$ cat config.mk
export PLATFORM = sky130hd
export DESIGN_NAME = mt9v034_i2c_config
export DESIGN_NICKNAME = d
export VERILOG_FILES = /design/src/rtl/mt9v034_i2c_config.sv
export SDC_FILE = /design/constraint.sdc
export NUM_CORES = 1
export LEC_CHECK = 0
export CAP_MARGIN = 20
export CORE_UTILIZATION = 57
export DETAILED_ROUTE_END_ITERATION = 10
export DONT_BUFFER_PORTS = 1
export PLACE_DENSITY = 0.8
export SLEW_MARGIN = 20
export SYNTH_ARGS = -nofsm -noshare
export SYNTH_HDL_FRONTEND = slang
export SYNTH_SLANG_ARGS = --single-unit
$ cat constraint.sdc
create_clock -name clk -period 2.6 [get_ports clk]
set_input_delay 0.13 -clock clk [delete_from_list [all_inputs] [get_ports clk]]
set_output_delay 0.13 -clock clk [all_outputs]
set_load 0.01 [all_outputs]
$ cat src/rtl/mt9v034_i2c_config.sv
// Two-wire configuration master for the MT9V034 sensor: walks an external register
// table and issues one 16-bit register write per entry, then reports done or the NACKed entry.
module mt9v034_i2c_config #(
    parameter int unsigned NUM_REGS = 8,
    parameter int unsigned QTR      = 60,
    parameter logic [7:0]  DEV_ADDR = 8'h90
) (
    input  logic        clk,
    input  logic        reset,
    input  logic        start,
    output logic [7:0]  rom_addr,
    input  logic [23:0] rom_data,
    input  logic        sda_i,
    output logic        scl_oe,
    output logic        sda_oe,
    output logic        busy,
    output logic        done,
    output logic        nack_err,
    output logic [7:0]  err_index
);
    localparam int unsigned QW        = $clog2(QTR);
    localparam logic [QW-1:0] LAST_Q  = QW'(QTR - 1);
    localparam logic [7:0]  LAST_ADDR = 8'(NUM_REGS - 1);

    typedef enum logic [2:0] {
        S_IDLE, S_START, S_BYTE, S_ACK, S_STOP, S_GAP, S_DONE, S_ERROR
    } state_t;

    state_t        state_q, state_d;
    logic [QW-1:0] qcnt_q, qcnt_d;
    logic [1:0]    quarter_q, quarter_d;
    logic [2:0]    bit_q, bit_d;
    logic [1:0]    byte_q, byte_d;
    logic [23:0]   shift_q, shift_d;
    logic          nack_q, nack_d;
    logic [7:0]    addr_q, addr_d;
    logic          busy_q, busy_d;
    logic          done_q, done_d;
    logic          nack_err_q, nack_err_d;
    logic [7:0]    err_index_q, err_index_d;
    logic          scl_oe_q, scl_oe_d;
    logic          sda_oe_q, sda_oe_d;

    logic q_last;
    logic bit_last;
    logic tx_bit;

    assign q_last   = (qcnt_q == LAST_Q);
    assign bit_last = q_last && (quarter_q == 2'd3);
    // Byte 0 is the fixed device address; bytes 1..3 come MSB-first out of the shift register.
    assign tx_bit   = (byte_q == 2'd0) ? DEV_ADDR[3'd7 - bit_q] : shift_q[23];

    always_comb begin
        // NOTE: every signal gets a default first so no path can infer a latch.
        state_d     = state_q;
        qcnt_d      = q_last ? '0 : qcnt_q + 1'b1;
        quarter_d   = q_last ? quarter_q + 2'd1 : quarter_q;
        bit_d       = bit_q;
        byte_d      = byte_q;
        shift_d     = shift_q;
        nack_d      = nack_q;
        addr_d      = addr_q;
        busy_d      = busy_q;
        done_d      = done_q;
        nack_err_d  = nack_err_q;
        err_index_d = err_index_q;
        scl_oe_d    = 1'b0;
        sda_oe_d    = 1'b0;

        case (state_q)
            S_IDLE: begin
                qcnt_d    = '0;
                quarter_d = '0;
                if (start) begin
                    done_d      = 1'b0;
                    nack_err_d  = 1'b0;
                    err_index_d = '0;
                    addr_d      = '0;
                    busy_d      = 1'b1;
                    state_d     = S_START;
                end
            end
            S_START: begin
                if (qcnt_q == '0 && quarter_q == 2'd0) begin
                    shift_d = rom_data;
                    nack_d  = 1'b0;
                end
                scl_oe_d = (quarter_q == 2'd3);
                sda_oe_d = quarter_q[1];
                if (bit_last) begin
                    state_d = S_BYTE;
                    bit_d   = '0;
                    byte_d  = '0;
                end
            end
            S_BYTE: begin
                scl_oe_d = ~quarter_q[1];
                sda_oe_d = ~tx_bit;
                if (bit_last) begin
                    if (byte_q != 2'd0) shift_d = {shift_q[22:0], 1'b0};
                    if (bit_q == 3'd7) state_d = S_ACK;
                    else               bit_d   = bit_q + 3'd1;
                end
            end
            S_ACK: begin
                scl_oe_d = ~quarter_q[1];
                if (q_last && quarter_q == 2'd2) nack_d = sda_i;
                if (bit_last) begin
                    if (nack_q || byte_q == 2'd3) begin
                        state_d = S_STOP;
                    end else begin
                        state_d = S_BYTE;
                        byte_d  = byte_q + 2'd1;
                        bit_d   = '0;
                    end
                end
            end
            S_STOP: begin
                scl_oe_d = ~quarter_q[1];
                sda_oe_d = (quarter_q != 2'd3);
                if (bit_last) begin
                    if (nack_q) begin
                        state_d     = S_ERROR;
                        busy_d      = 1'b0;
                        nack_err_d  = 1'b1;
                        err_index_d = addr_q;
                    end else begin
                        state_d = S_GAP;
                    end
                end
            end
            S_GAP: begin
                if (bit_last) begin
                    if (addr_q == LAST_ADDR) begin
                        state_d = S_DONE;
                        busy_d  = 1'b0;
                        done_d  = 1'b1;
                    end else begin
                        addr_d  = addr_q + 8'd1;
                        state_d = S_START;
                    end
                end
            end
            S_DONE, S_ERROR: begin
                qcnt_d    = '0;
                quarter_d = '0;
                // A fresh sequence needs start to fall first.
                if (!start) state_d = S_IDLE;
            end
            default: state_d = S_IDLE;
        endcase
    end

    // Pad enables are registered so the open-drain drivers never see decode glitches.
    always_ff @(posedge clk or posedge reset) begin
        if (reset) begin
            state_q     <= S_IDLE;
            qcnt_q      <= '0;
            quarter_q   <= '0;
            bit_q       <= '0;
            byte_q      <= '0;
            shift_q     <= '0;
            nack_q      <= 1'b0;
            addr_q      <= '0;
            busy_q      <= 1'b0;
            done_q      <= 1'b0;
            nack_err_q  <= 1'b0;
            err_index_q <= '0;
            scl_oe_q    <= 1'b0;
            sda_oe_q    <= 1'b0;
        end else begin
            // NOTE: non-blocking assignments keep all state updates simultaneous at the edge.
            state_q     <= state_d;
            qcnt_q      <= qcnt_d;
            quarter_q   <= quarter_d;
            bit_q       <= bit_d;
            byte_q      <= byte_d;
            shift_q     <= shift_d;
            nack_q      <= nack_d;
            addr_q      <= addr_d;
            busy_q      <= busy_d;
            done_q      <= done_d;
            nack_err_q  <= nack_err_d;
            err_index_q <= err_index_d;
            scl_oe_q    <= scl_oe_d;
            sda_oe_q    <= sda_oe_d;
        end
    end

    assign rom_addr  = addr_q;
    assign scl_oe    = scl_oe_q;
    assign sda_oe    = sda_oe_q;
    assign busy      = busy_q;
    assign done      = done_q;
    assign nack_err  = nack_err_q;
    assign err_index = err_index_q;

endmodule
After elaboration in Yosys (flattened, before gate mapping)
Memory sizes are Yosys's and may differ from the RTL's.
Index checks and enable logic that the tools add are counted.
{"block": "word_totals", "regBits": 62, "romBits": 8, "in_bits": 28, "out_inout_bits": 21, "word_cells": 139, "memories": 1}
{"memory": "(name not given)", "depth": 8, "word_bits": 1, "read_ports": 1, "rd_clocked_by_memory_dff": 0, "write_ports": 0, "line": "51", "rtl": "assign tx_bit = (byte_q == 2'd0) ? DEV_ADDR[3'd7 - bit_q] : shift_q[23];"}
{"block": "classes", "addsub": 6, "n_lt_le_gt_ge": 1, "eq_ne": 30, "mux": 57, "bitwise": 2, "n_reduce_logical": 28}
{"cell": "$mux W24", "count": 3}
{"cell": "$pmux W24 S2", "count": 1}
{"cell": "$mux W3", "count": 15}
{"cell": "$mux W8", "count": 5}
{"cell": "$ne A2 B2 Y1 const B", "count": 17}
{"cell": "$pmux W8 S2", "count": 2}
{"cell": "$pmux W3 S7", "count": 1}
{"cell": "$reduce_and A4 Y1", "count": 5}
{"cell": "$eq A3 B3 Y1 const B", "count": 5}
{"cell": "$mux W1", "count": 14}
{"cell": "$mux W2", "count": 6}
{"cell": "$mux W6", "count": 2}
{"cell": "$reduce_and A6 Y1", "count": 2}
{"cell": "$reduce_bool A2 Y1", "count": 6}
{"cell": "$pmux W3 S3", "count": 1}
{"cell": "$add A8 B1 Y8 const B", "count": 1}
{"cell": "$eq A8 B3 Y1 const B", "count": 1}
{"cell": "$pmux W1 S2", "count": 4}
{"cell": "$reduce_and A8 Y1", "count": 1}
{"cell": "$add A6 B1 Y6 const B", "count": 1}
{"cell": "$eq A2 B2 Y1 const B", "count": 3}
{"cell": "$eq A3 B2 Y1 const B", "count": 2}
{"cell": "$eq A6 B6 Y1 const B", "count": 1}
{"cell": "$logic_not A6 Y1", "count": 1}
{"cell": "other kinds (16)", "count": 24}

Logic depth before layout (Yosys ltp)
Gate-level depths: netlist of the first run.
{"block": "logic_depth", "ltp_word": 6, "depth_mapped": 7, "mapped_depth_nobuf": 6}

Worst setup path before layout of the first run
OpenSTA, ideal clock, no wires.
{"block": "synth_path", "kind": "reg-to-reg", "from": "reg quarter_q[1]", "to": "reg shift_q[0]", "setup_ps": 125, "t_arrival_ps": 1715, "t_required_ps": 2475, "setup_slack_ps": 760, "stages_incl_launch_ff": 7, "path_buffers": 1, "synth_period_minus_slack_ps": 1840, "cell_sequence": "dfrtp_1 -> ha_1 -> and4b_2 -> nand3_1 -> a21oi_4 -> buf_6 -> mux2_2"}
{"block": "synth_between", "elab_chain_len": 4, "word_cells_on_any_way": 7, "classes_between": "3 x eq/ne; 4 x reduce/logical"}
{"item": "start: declaration", "line": "31", "rtl": "logic [1:0] quarter_q, quarter_d;"}
{"item": "start signal: assignment", "line": "175", "rtl": "quarter_q <= quarter_d;"}
{"item": "$eq A2 B2 Y1 or $logic_not A2 Y1 (tied branches)", "line": "49, 84"}
{"item": "$logic_and A1 B1 Y1, on equally long branches", "line": "49, 84"}
{"item": "$ne A2 B2 Y1 (no source line)"}
{"item": "$reduce_and A4 Y1 (no source line) *"}
{"item": "end signal: assignment", "line": "178", "rtl": "shift_q <= shift_d;"}
{"item": "end: declaration", "line": "34", "rtl": "logic [23:0] shift_q, shift_d;"}
Mark *: on every way between the ends. The rest lies on a longest branch, timed or not.
A chain may end at the register's enable or synchronous reset.

Final worst setup path of the first run
{"block": "layout_path", "from": "reg quarter_q[1]", "to": "reg shift_q[12]"}
The elaborated chain is that of the path after synthesis.

==> results of run 1 <==
## cells in the final DEF (no fill, tap or decap), types with 9 or more instances in the layout
cell / n
nor2_1: 16
dfrtp_1: 62
inv_1: 12
ha_1: 10
a22o_1: 12
mux2_2: 48
clkbuf_8: 10
mux2i_1: 9
nand2_1: 19
## metal layers
metal  vias up  GRT usage  routed length [um]
met5         -          0                   0
met2        57      0.345                3060
met1      1121      0.300                2920
met3         6     0.0480                 350
met4         0     0.0782                  58
li1       1108          -                   -
## registers in the layout, summed over array words and instances, names as in the netlist
register,cells
state_q,3
bit_q,3
nack_q,1
shift_q,24
nack_err,1
rom_addr,8
qcnt_q,6
err_index,8
busy,1
quarter_q,2
scl_oe,1
byte_q,2
done,1
sda_oe,1
## worst max path at each step
stage / endpoint / slack (ns) / cells past startpoint
finish: shift_q[12] / 0.37 / 6
detailed placement: shift_q[12] / 0.37 / 6
CTS: shift_q[2] / 0.37 / 6
floorplan: shift_q[0] / 0.76 / 6
global route: shift_q[2] / 0.25 / 6
global placement: shift_q[12] / 0.46 / 6
## report_power, final
part	internal (mW)	leakage, nW	switching, mW
registers	0.984	0.778	0.0105
logic	0.0307	0.695	0.0283
clock network	0.368	0.0861	0.354
total	1.38	1.56	0.393
## metrics by stage
| step | instances | total power, mW | hold slack [ns] | cell area (um^2) | util |
|---|---|---|---|---|---|
| after floorplan | 304 | 1.06 | 0.328 | 3420 | - |
| after global placement | 369 | 1.07 | 0.281 | 3490 | 0.619 |
| after detailed placement | 369 | 1.07 | 0.287 | 3490 | 0.619 |
| after CTS | 386 | 1.79 | 0.0221 | 3670 | 0.651 |
| after global routing | 386 | 1.85 | 0.0637 | 3670 | 0.651 |
| final | 386 | 1.78 | 0.0284 | 3670 | 0.651 |
## cells by family after synthesis
group,Yosys count
XOR/XNOR,6
multiplexers,59
buffers and inverters,29
AO/OA/AOI/OAI,49
adder cells (fa/ha/maj),10
AND/OR/NAND/NOR,89
flip-flops,62
## what timing repair did
action	4_1_cts	5_1_grt
setup buffers	0	0
hold buffers	1	0
endpoints found under the hold margin	62	0
## final cells by class
type	count	area, um^2	area share
inverter	13	48.8	0.0133
sequential	62	1550	0.422
timing repair buffer	10	90.1	0.0245
clock buffer	12	145	0.0395
tap	72	90.1	0.0245
clock inverter	4	22.5	0.00613
multi-input combinational	213	1720	0.470
## worst max-delay path, delay by kind of cell, from the launching register on
kind | cells | cell delay [ns]
flops | 1 | 0.45
buf+inv | 1 | 0.31
simple gates | 2 | 0.59
mux | 1 | 0.38
fa+ha+maj | 1 | 0.24
compound gates | 1 | 0.14
==> results.md, run 1 <==
- Initial drt markers: 166
- Compound-gate portion of the synthesized area: 0.105
- Fillers: 425
- WL final: 6390 um
- Post-synthesis area per instance: 11.3 um^2
- Initial DRT Pass Iterations: 4
- R2r setup slk: 0.37 ns
- R2R Path Start: quarter_q[1]
- Fin nets: 347
- Longest Clk Path Bufs: 2
- Post-route ant nets: 0
- Number of global-route vias before repair: 2210
- Largest net degree at the start of global routing: 63
- WS Path Type: reg -> reg
- GR Overflow Total: 0
- Worst-path clk slew: 0.07 ns
- IO Count: 49
- FMAX: 0.448 GHz
- Max_slew headroom: 0.496
- Global-route wire length before repair: 10600 um
- Xor and xnor fraction of the mapped netlist area: 0.0154
- Syn Nets: 342
- TritonCTS Buffers: 9
- Pre-CTS setup slack: 0.373 ns
- Hold Path Cell Cnt: 3
- Detailed-route via count: 2292
- Share of layout cells above drive strength 1: 0.274
- Critical Path Max Stage Delay: 0.45 ns
- Starting Density: 0.607
- Seq cells post-synth: 62
- Worst clock skew: 0.0112 ns
- Final Slew Violations: 0
- Post-CTS sizing: 0
- Synth area leaders: dfrtp_1 45%, mux2_2 16%, ha_1 3.7%, a22o_1 3.1%, mux2i_1 2.6%
- Largest family of logic cells by synthesized area: multiplexers
- Worst Reg-to-Reg Cells: 6
- Avg Vias per Cell: 5.94
- Post-synth EDFFs: 0
- Die span in y: 79.5 um
- Clk Latency, worst-skew pair: 0.33 ns
- Post-Synth Adder-Cell Area: 0.0366
- Final setup viols: 0
- Final Hold Viols: 0
- Placed wire-length estimate: 4450 um
- Die ar.: 6320 um^2
- Synth cell count leaders: 62 x dfrtp_1, 48 x mux2_2, 19 x nand2_1
- Worst Tran Pin Value: 0.757 ns
- Clk sinks: 62
- Ys flop type: dfrtp_1
- Power per Cell Area: 484 nW/um^2
- Synth cell types: 58
- Reg-to-reg critical path endpoint: shift_q[12]
- # H-tree levels: 3
- WL/cell: 16.6 um
- Sequential-to-total area share from yosys stat: 0.453
- Synth Instances: 304
- Initial antenna violation count: 0
- Crit path max fanout: 24
- WP data arrival: 2.44 ns
- Core area: 5640 um^2
- Min-delay src: start
- Hold endpoint: nack_err
- TNS Setup: 0 ns
- # diodes: 0
- Share of the synthesized area in the top cell type: 0.453
- Post-synth ARST share: 1.00
- Root buffer cell: clkbuf_8
- Max stage delay cell, worst path: dfrtp_1
- Synth Cell Area: 3420 um^2
- Outcome: complete, no violations
- Die Wd: 79.5 um
- Leakage: 1.56 nW
- Crit start category: register
- Count leader, synth: dfrtp_1
- Max-cap violation count: 0
- CP Capture Type: register
- Mux share of post-synthesis cell area: 0.192
- RSZ-0062 raised after global routing: false
- Gpl congestion: 0.812
- Port Buffer Count: 0
- Period utilization: 0.858
- Req. time, crit path: 2.81 ns
- Yosys warning count: 0
- Worst Hold Class: in -> reg
- Crit path cell chain: ha_1, and4b_2, nand3_1, a21oi_4, buf_4, mux2_2
- CTS tree: built
- Total track usage: 0.220
- DRC errors left: 0
- CP startpoint: quarter_q[1]
- Rows: 27
- Fin crit period: 2.23 ns
- Simple-gate share of the synthesized area: 0.155
- Area growth syn-to-layout: 7.31%
- Biggest area consumer among synthesized cells: dfrtp_1
- VDD IR max: 0.433 mV
- Final WS setup: 0.369 ns
Note: power is estimated with default switching activity, not from simulation.
==> inputs of run 2 (changes only) <==
--- a/constraint.sdc
+++ b/constraint.sdc
@@ -3,2 +3,2 @@
 set_output_delay 0.13 -clock clk [all_outputs]
-set_load 0.01 [all_outputs]
+set_load 0.05 [all_outputs]
==> results.md, run 2 (synthesis results as in run 1) <==
- Leakage: 1.60 nW (+2.9%)
- Fin nets: 352 (+1.4%)
- Crit path cell chain: ha_1, and4b_2, nand3_1, a21oi_4, buf_4, mux2_2
- Share of layout cells above drive strength 1: 0.288 (+0.0145)
- GR Overflow Total: 0 (unchanged)
- Worst clock skew: 0.00573 ns (-0.00544 ns)
- Port Buffer Count: 0 (unchanged)
- Placed wire-length estimate: 4460 um (+0.22%)
- TNS Setup: 0 ns (unchanged)
- Post-route ant nets: 0 (unchanged)
- WL/cell: 16.7 um (+0.82%)
- Final Hold Viols: 0 (unchanged)
- DRC errors left: 0 (unchanged)
- Longest Clk Path Bufs: 2 (unchanged)
- Cell family with the largest share of critical-path delay: simple AND/OR/NAND/NOR gates
- Post-layout util: 0.666 (+0.0149)
- Max stage delay cell, worst path: dfrtp_1
- Initial DRT Pass Iterations: 6 (+2)
- Global-route wire length before repair: 11100 um (+4.4%)
- WS Path Type: reg -> reg
- Die ar.: 6320 um^2 (unchanged)
- RSZ-0062 raised after global routing: false
- CTS tree: built
- CP Capture Type: register
- Number of global-route vias before repair: 2416 (+9.3%)
- Req. time, crit path: 2.83 ns (+0.02 ns)
- Final Slew Violations: 0 (unchanged)
- Root buffer cell: clkbuf_8
- Max reg flops: 24 (unchanged)
- WL final: 6530 um (+2.1%)
- Commonest cells after routing, fill and taps aside: 62 x dfrtp_1, 48 x mux2_2, 19 x nand2_1, 16 x nor2_1, 13 x buf_4
- Largest net degree at the start of global routing: 63 (unchanged)
- Avg Vias per Cell: 6.05 (+1.8%)
- Starting Density: 0.607 (unchanged)
- Initial antenna violation count: 0 (unchanged)
- Setup bufs post-CTS: 0 (unchanged)
- Core area: 5640 um^2 (unchanged)
- Area growth syn-to-layout: 9.76%
- Crit path max fanout: 24 (unchanged)
- Worst Tran Pin Value: 0.776 ns (+0.0195 ns)
- Worst-path clk slew: 0.07 ns (about the same)
- Clk sinks: 62 (unchanged)
- FMAX: 0.436 GHz (-2.7%)
- Total track usage: 0.233 (+0.0131)
- Die span in y: 79.5 um (unchanged)
- Crit start category: register
- Most flop-heavy register: shift_q
- Gpl congestion: 0.858 (+5.7%)
- Power per Cell Area: 523 nW/um^2 (+8.1%)
- CP Buf/Inv Count: 1 (unchanged)
- Rows: 27 (unchanged)
- TritonCTS Buffers: 9 (unchanged)
- WP data arrival: 2.52 ns (+0.08 ns)
- Max_slew headroom: 0.483 (-0.0130)
- Detailed-route via count: 2364 (+3.1%)
- Period utilization: 0.882 (+0.0236)
- Most common cell after layout, fill and taps aside: dfrtp_1
- Final setup viols: 0 (unchanged)
- Post-CTS sizing: 0 (unchanged)
- Worst Hold Class: in -> reg
- Fin crit period: 2.29 ns (+0.0614 ns)
- # H-tree levels: 3 (unchanged)
- Die Wd: 79.5 um (unchanged)
- Initial drt markers: 166 (unchanged)
- Max-cap violation count: 0 (unchanged)
- Outcome: complete, no violations
- Clk Latency, worst-skew pair: 0.34 ns (about the same)
- Critical Path Max Stage Delay: 0.45 ns (about the same)
- IO Count: 49 (unchanged)
- VDD IR max: 0.384 mV (-11%)
- # diodes: 0 (unchanged)
run 2: tightest hold or removal path, cell delays in order:
cell and delay (ns):
nand2_1 0.04, a21oi_1 0.06, nor2_1 0.08
run 2: worst paths after layout:
kind	end	slack (ns)	depth (start not counted)	start
worst min register to register	qcnt_q[0]	0.49	1	qcnt_q[0]
max in group asynchronous	nack_q	1.62	3	reset
worst max-delay path	shift_q[5]	0.31	6	quarter_q[1]
worst min-delay path	nack_err	0.02	3	start
min in group asynchronous	rom_addr[7]	0.47	3	reset
worst max register to register	shift_q[5]	0.31	6	quarter_q[1]
run 2: power breakdown:
group,total (mW),switching [mW],internal [mW]
Clock,0.907,0.369,0.538
Sequential,0.997,0.0129,0.984
Combinational,0.0591,0.0284,0.0307
Total,1.96,0.410,1.55
run 2: final cells by class:
| class | count | area [um^2] |
|---|---|---|
| Clock buffer | 10 | 128 |
| Clock inverter | 6 | 86.3 |
| Fill cell | 413 | 1890 |
| Inverter | 13 | 48.8 |
| Multi-Input combinational cell | 213 | 1720 |
| Sequential cell | 62 | 1550 |
| Tap cell | 72 | 90.1 |
| Timing Repair Buffer | 15 | 128 |
run 2: metal layers:
| layer | GRT usage | part of all wire |
|---|---|---|
| met2 | 0.366 | 0.47 |
| met3 | 0.0640 | 0.058 |
| met5 | 0 | 0 |
| met1 | 0.294 | 0.45 |
| met4 | 0.120 | 0.025 |
run 2: timing repair:
action / in CTS / in global routing
hold buffers: 1 / 0
endpoints found under the setup margin: 0 / 0
hold endpoints to repair: 62 / 0
run 2: per-stage QoR:
step,area [um^2],worst slack (ns),hold slack (ns),total power [mW],cells
finish,3760,0.307,0.0153,1.96,391
global route,3760,0.170,0.0206,2.04,391
CTS,3760,0.330,0.0101,1.98,391
detailed placement,3530,0.331,0.290,1.07,374
global placement,3530,0.451,0.280,1.07,374
floorplan,3420,0.688,0.328,1.06,304
==> inputs of run 3 (changes only) <==
Settings changed: PLACE_DENSITY 0.8 to 0.71.
==> results.md, run 3 (synthesis results as in run 1) <==
- Outcome: complete, no violations
- Final WS setup: 0.380 ns (+0.0725 ns)
- Most used routing layer: met2
- Avg Vias per Cell: 5.80 (-4.1%)
- Worst Hold Class: in -> reg
- Die Wd: 79.5 um (unchanged)
- CP Capture Type: register
- Fillers: 449 (+8.7%)
- Global-route wire length before repair: 11200 um (+0.94%)
- Pre-CTS setup slack: 0.397 ns (+0.0653 ns)
- Initial drt markers: 123 (-26%)
- Commonest cells after routing, fill and taps aside: 62 x dfrtp_1, 48 x mux2_2, 19 x nand2_1, 17 x buf_4, 16 x nor2_1
- WP data arrival: 2.43 ns (-0.09 ns)
- Fin nets: 355 (+0.85%)
- Die ar.: 6320 um^2 (unchanged)
- Area growth syn-to-layout: 9.62%
- Largest net degree at the start of global routing: 28 (-56%)
- WL final: 6540 um (+0.20%)
- FMAX: 0.450 GHz (+3.3%)
- Fin crit period: 2.22 ns (-0.0725 ns)
- Number of global-route vias before repair: 2369 (-1.9%)
- Port Buffer Count: 0 (unchanged)
- RSZ-0062 raised after global routing: false
- Max-cap violation count: 0 (unchanged)
- IO Count: 49 (unchanged)
- TNS Setup: 0 ns (unchanged)
- Worst-path clk slew: 0.06 ns (about the same)
- Clk Latency, worst-skew pair: 0.33 ns (about the same)
- Worst clock skew: 0.00929 ns (+0.00355 ns)
- Total power: 1.91 mW (-2.7%)
- Final setup viols: 0 (unchanged)
- Die span in y: 79.5 um (unchanged)
- TritonCTS Buffers: 9 (unchanged)
- Crit start category: register
- Detailed-route via count: 2279 (-3.6%)
- # H-tree levels: 3 (unchanged)
- Met1 Usage GRT: 0.303 (+0.00971)
- GR Overflow Total: 0 (unchanged)
- WS Path Type: reg -> reg
- Power per Cell Area: 509 nW/um^2 (-2.6%)
- CTS tree: built
- Period utilization: 0.854 (-0.0279)
- # diodes: 0 (unchanged)
- Crit path max fanout: 24 (unchanged)
- GR Util met3: 0.0411 (-0.0229)
- Final Hold Viols: 0 (unchanged)
- Total track usage: 0.231 (-0.00173)
- Most common cell after layout, fill and taps aside: dfrtp_1
- Post-route ant nets: 0 (unchanged)
- Longest Clk Path Bufs: 2 (unchanged)
- Setup bufs post-CTS: 0 (unchanged)
- Initial DRT Pass Iterations: 4 (-2)
- DRC errors left: 0 (unchanged)
- Max_slew headroom: 0.589 (+0.106)
- Starting Density: 0.607 (unchanged)
- Core area: 5640 um^2 (unchanged)
- Root buffer cell: clkbuf_8
- Placed wire-length estimate: 4710 um (+5.6%)
- Worst Tran Pin Value: 0.608 ns (-0.168 ns)
- Initial antenna violation count: 0 (unchanged)
- Rows: 27 (unchanged)
- Leakage: 1.61 nW (+0.58%)
- Most flop-heavy register: shift_q
- WL/cell: 16.6 um (-0.31%)
- Post-CTS sizing: 0 (unchanged)
- Gpl congestion: 0.801 (-6.7%)
- VDD IR max: 0.330 mV (-14%)
- Max reg flops: 24 (unchanged)
- Met2 Use GR: 0.374 (+0.00769)
- Final Slew Violations: 0 (unchanged)
- Req. time, crit path: 2.81 ns (-0.02 ns)
- R2r setup slk: 0.38 ns (+0.07 ns)
- Share of layout cells above drive strength 1: 0.293 (+0.00443)
- Clk sinks: 62 (unchanged)
-- run 3: changes by cell type in the layout (fill, tap and decap cells not counted) --
cell,change
buf_4,+4
buf_12,-1
bufinv_16,-1
clkinvlp_4,-1
clkinv_2,-1
clkbuf_8,+2
-- run 3: metrics by stage --
stage               hold slack [ns]   util  cell area, um^2  cells
finish                       0.0351  0.665             3750    393
global route                 0.0543  0.665             3750    393
CTS                          0.0224  0.665             3750    393
detailed placement          0.00559  0.628             3540    377
global placement         -0.0000121  0.628             3540    377
floorplan                     0.328      -             3420    304
-- run 3: worst paths after layout --
kind	from	end	depth (start not counted)
max in group asynchronous	reset	qcnt_q[3]	3
min reg2reg	shift_q[21]	shift_q[21]	1
max reg2reg	quarter_q[1]	shift_q[2]	6
min	start	nack_err	3
max	quarter_q[1]	shift_q[2]	6
min in group asynchronous	reset	shift_q[10]	2
-- run 3: area by class of cell --
type / count / area [um^2] / share of cell area
well taps: 72 / 90.1 / 0.0240
multi-input cells: 213 / 1720 / 0.460
flip-flops and latches: 62 / 1550 / 0.414
repair buffers: 18 / 138 / 0.0367
clock inverters: 3 / 43.8 / 0.0117
clock buffers: 12 / 155 / 0.0414
inverters: 13 / 48.8 / 0.0130
-- run 3: power by group --
part | leakage (nW) | internal [mW] | switching, mW | total, mW
Clock | 0.102 | 0.490 | 0.361 | 0.851
Sequential | 0.778 | 0.984 | 0.0133 | 0.997
Combinational | 0.733 | 0.0317 | 0.0288 | 0.0605
-- run 3: worst max-delay path: stages, from the launching register on --
cell and delay [ns]:
dfrtp_1 0.45, ha_1 0.23, and4b_2 0.41, nand3_1 0.17, a21oi_4 0.14, buf_4 0.31, mux2_2 0.38
-- run 3: layer usage --
layer / part of all wire / vias up
met5: 0 / -
met4: 0.012 / 0
met3: 0.034 / 7
met2: 0.48 / 43
met1: 0.47 / 1105
li1: - / 1124
-- run 3: repair_timing --
item | CTS | global route
endpoints found under the setup margin | 0 | 0
endpoints found under the hold margin | 15 | 0
hold buffers | 1 | 0
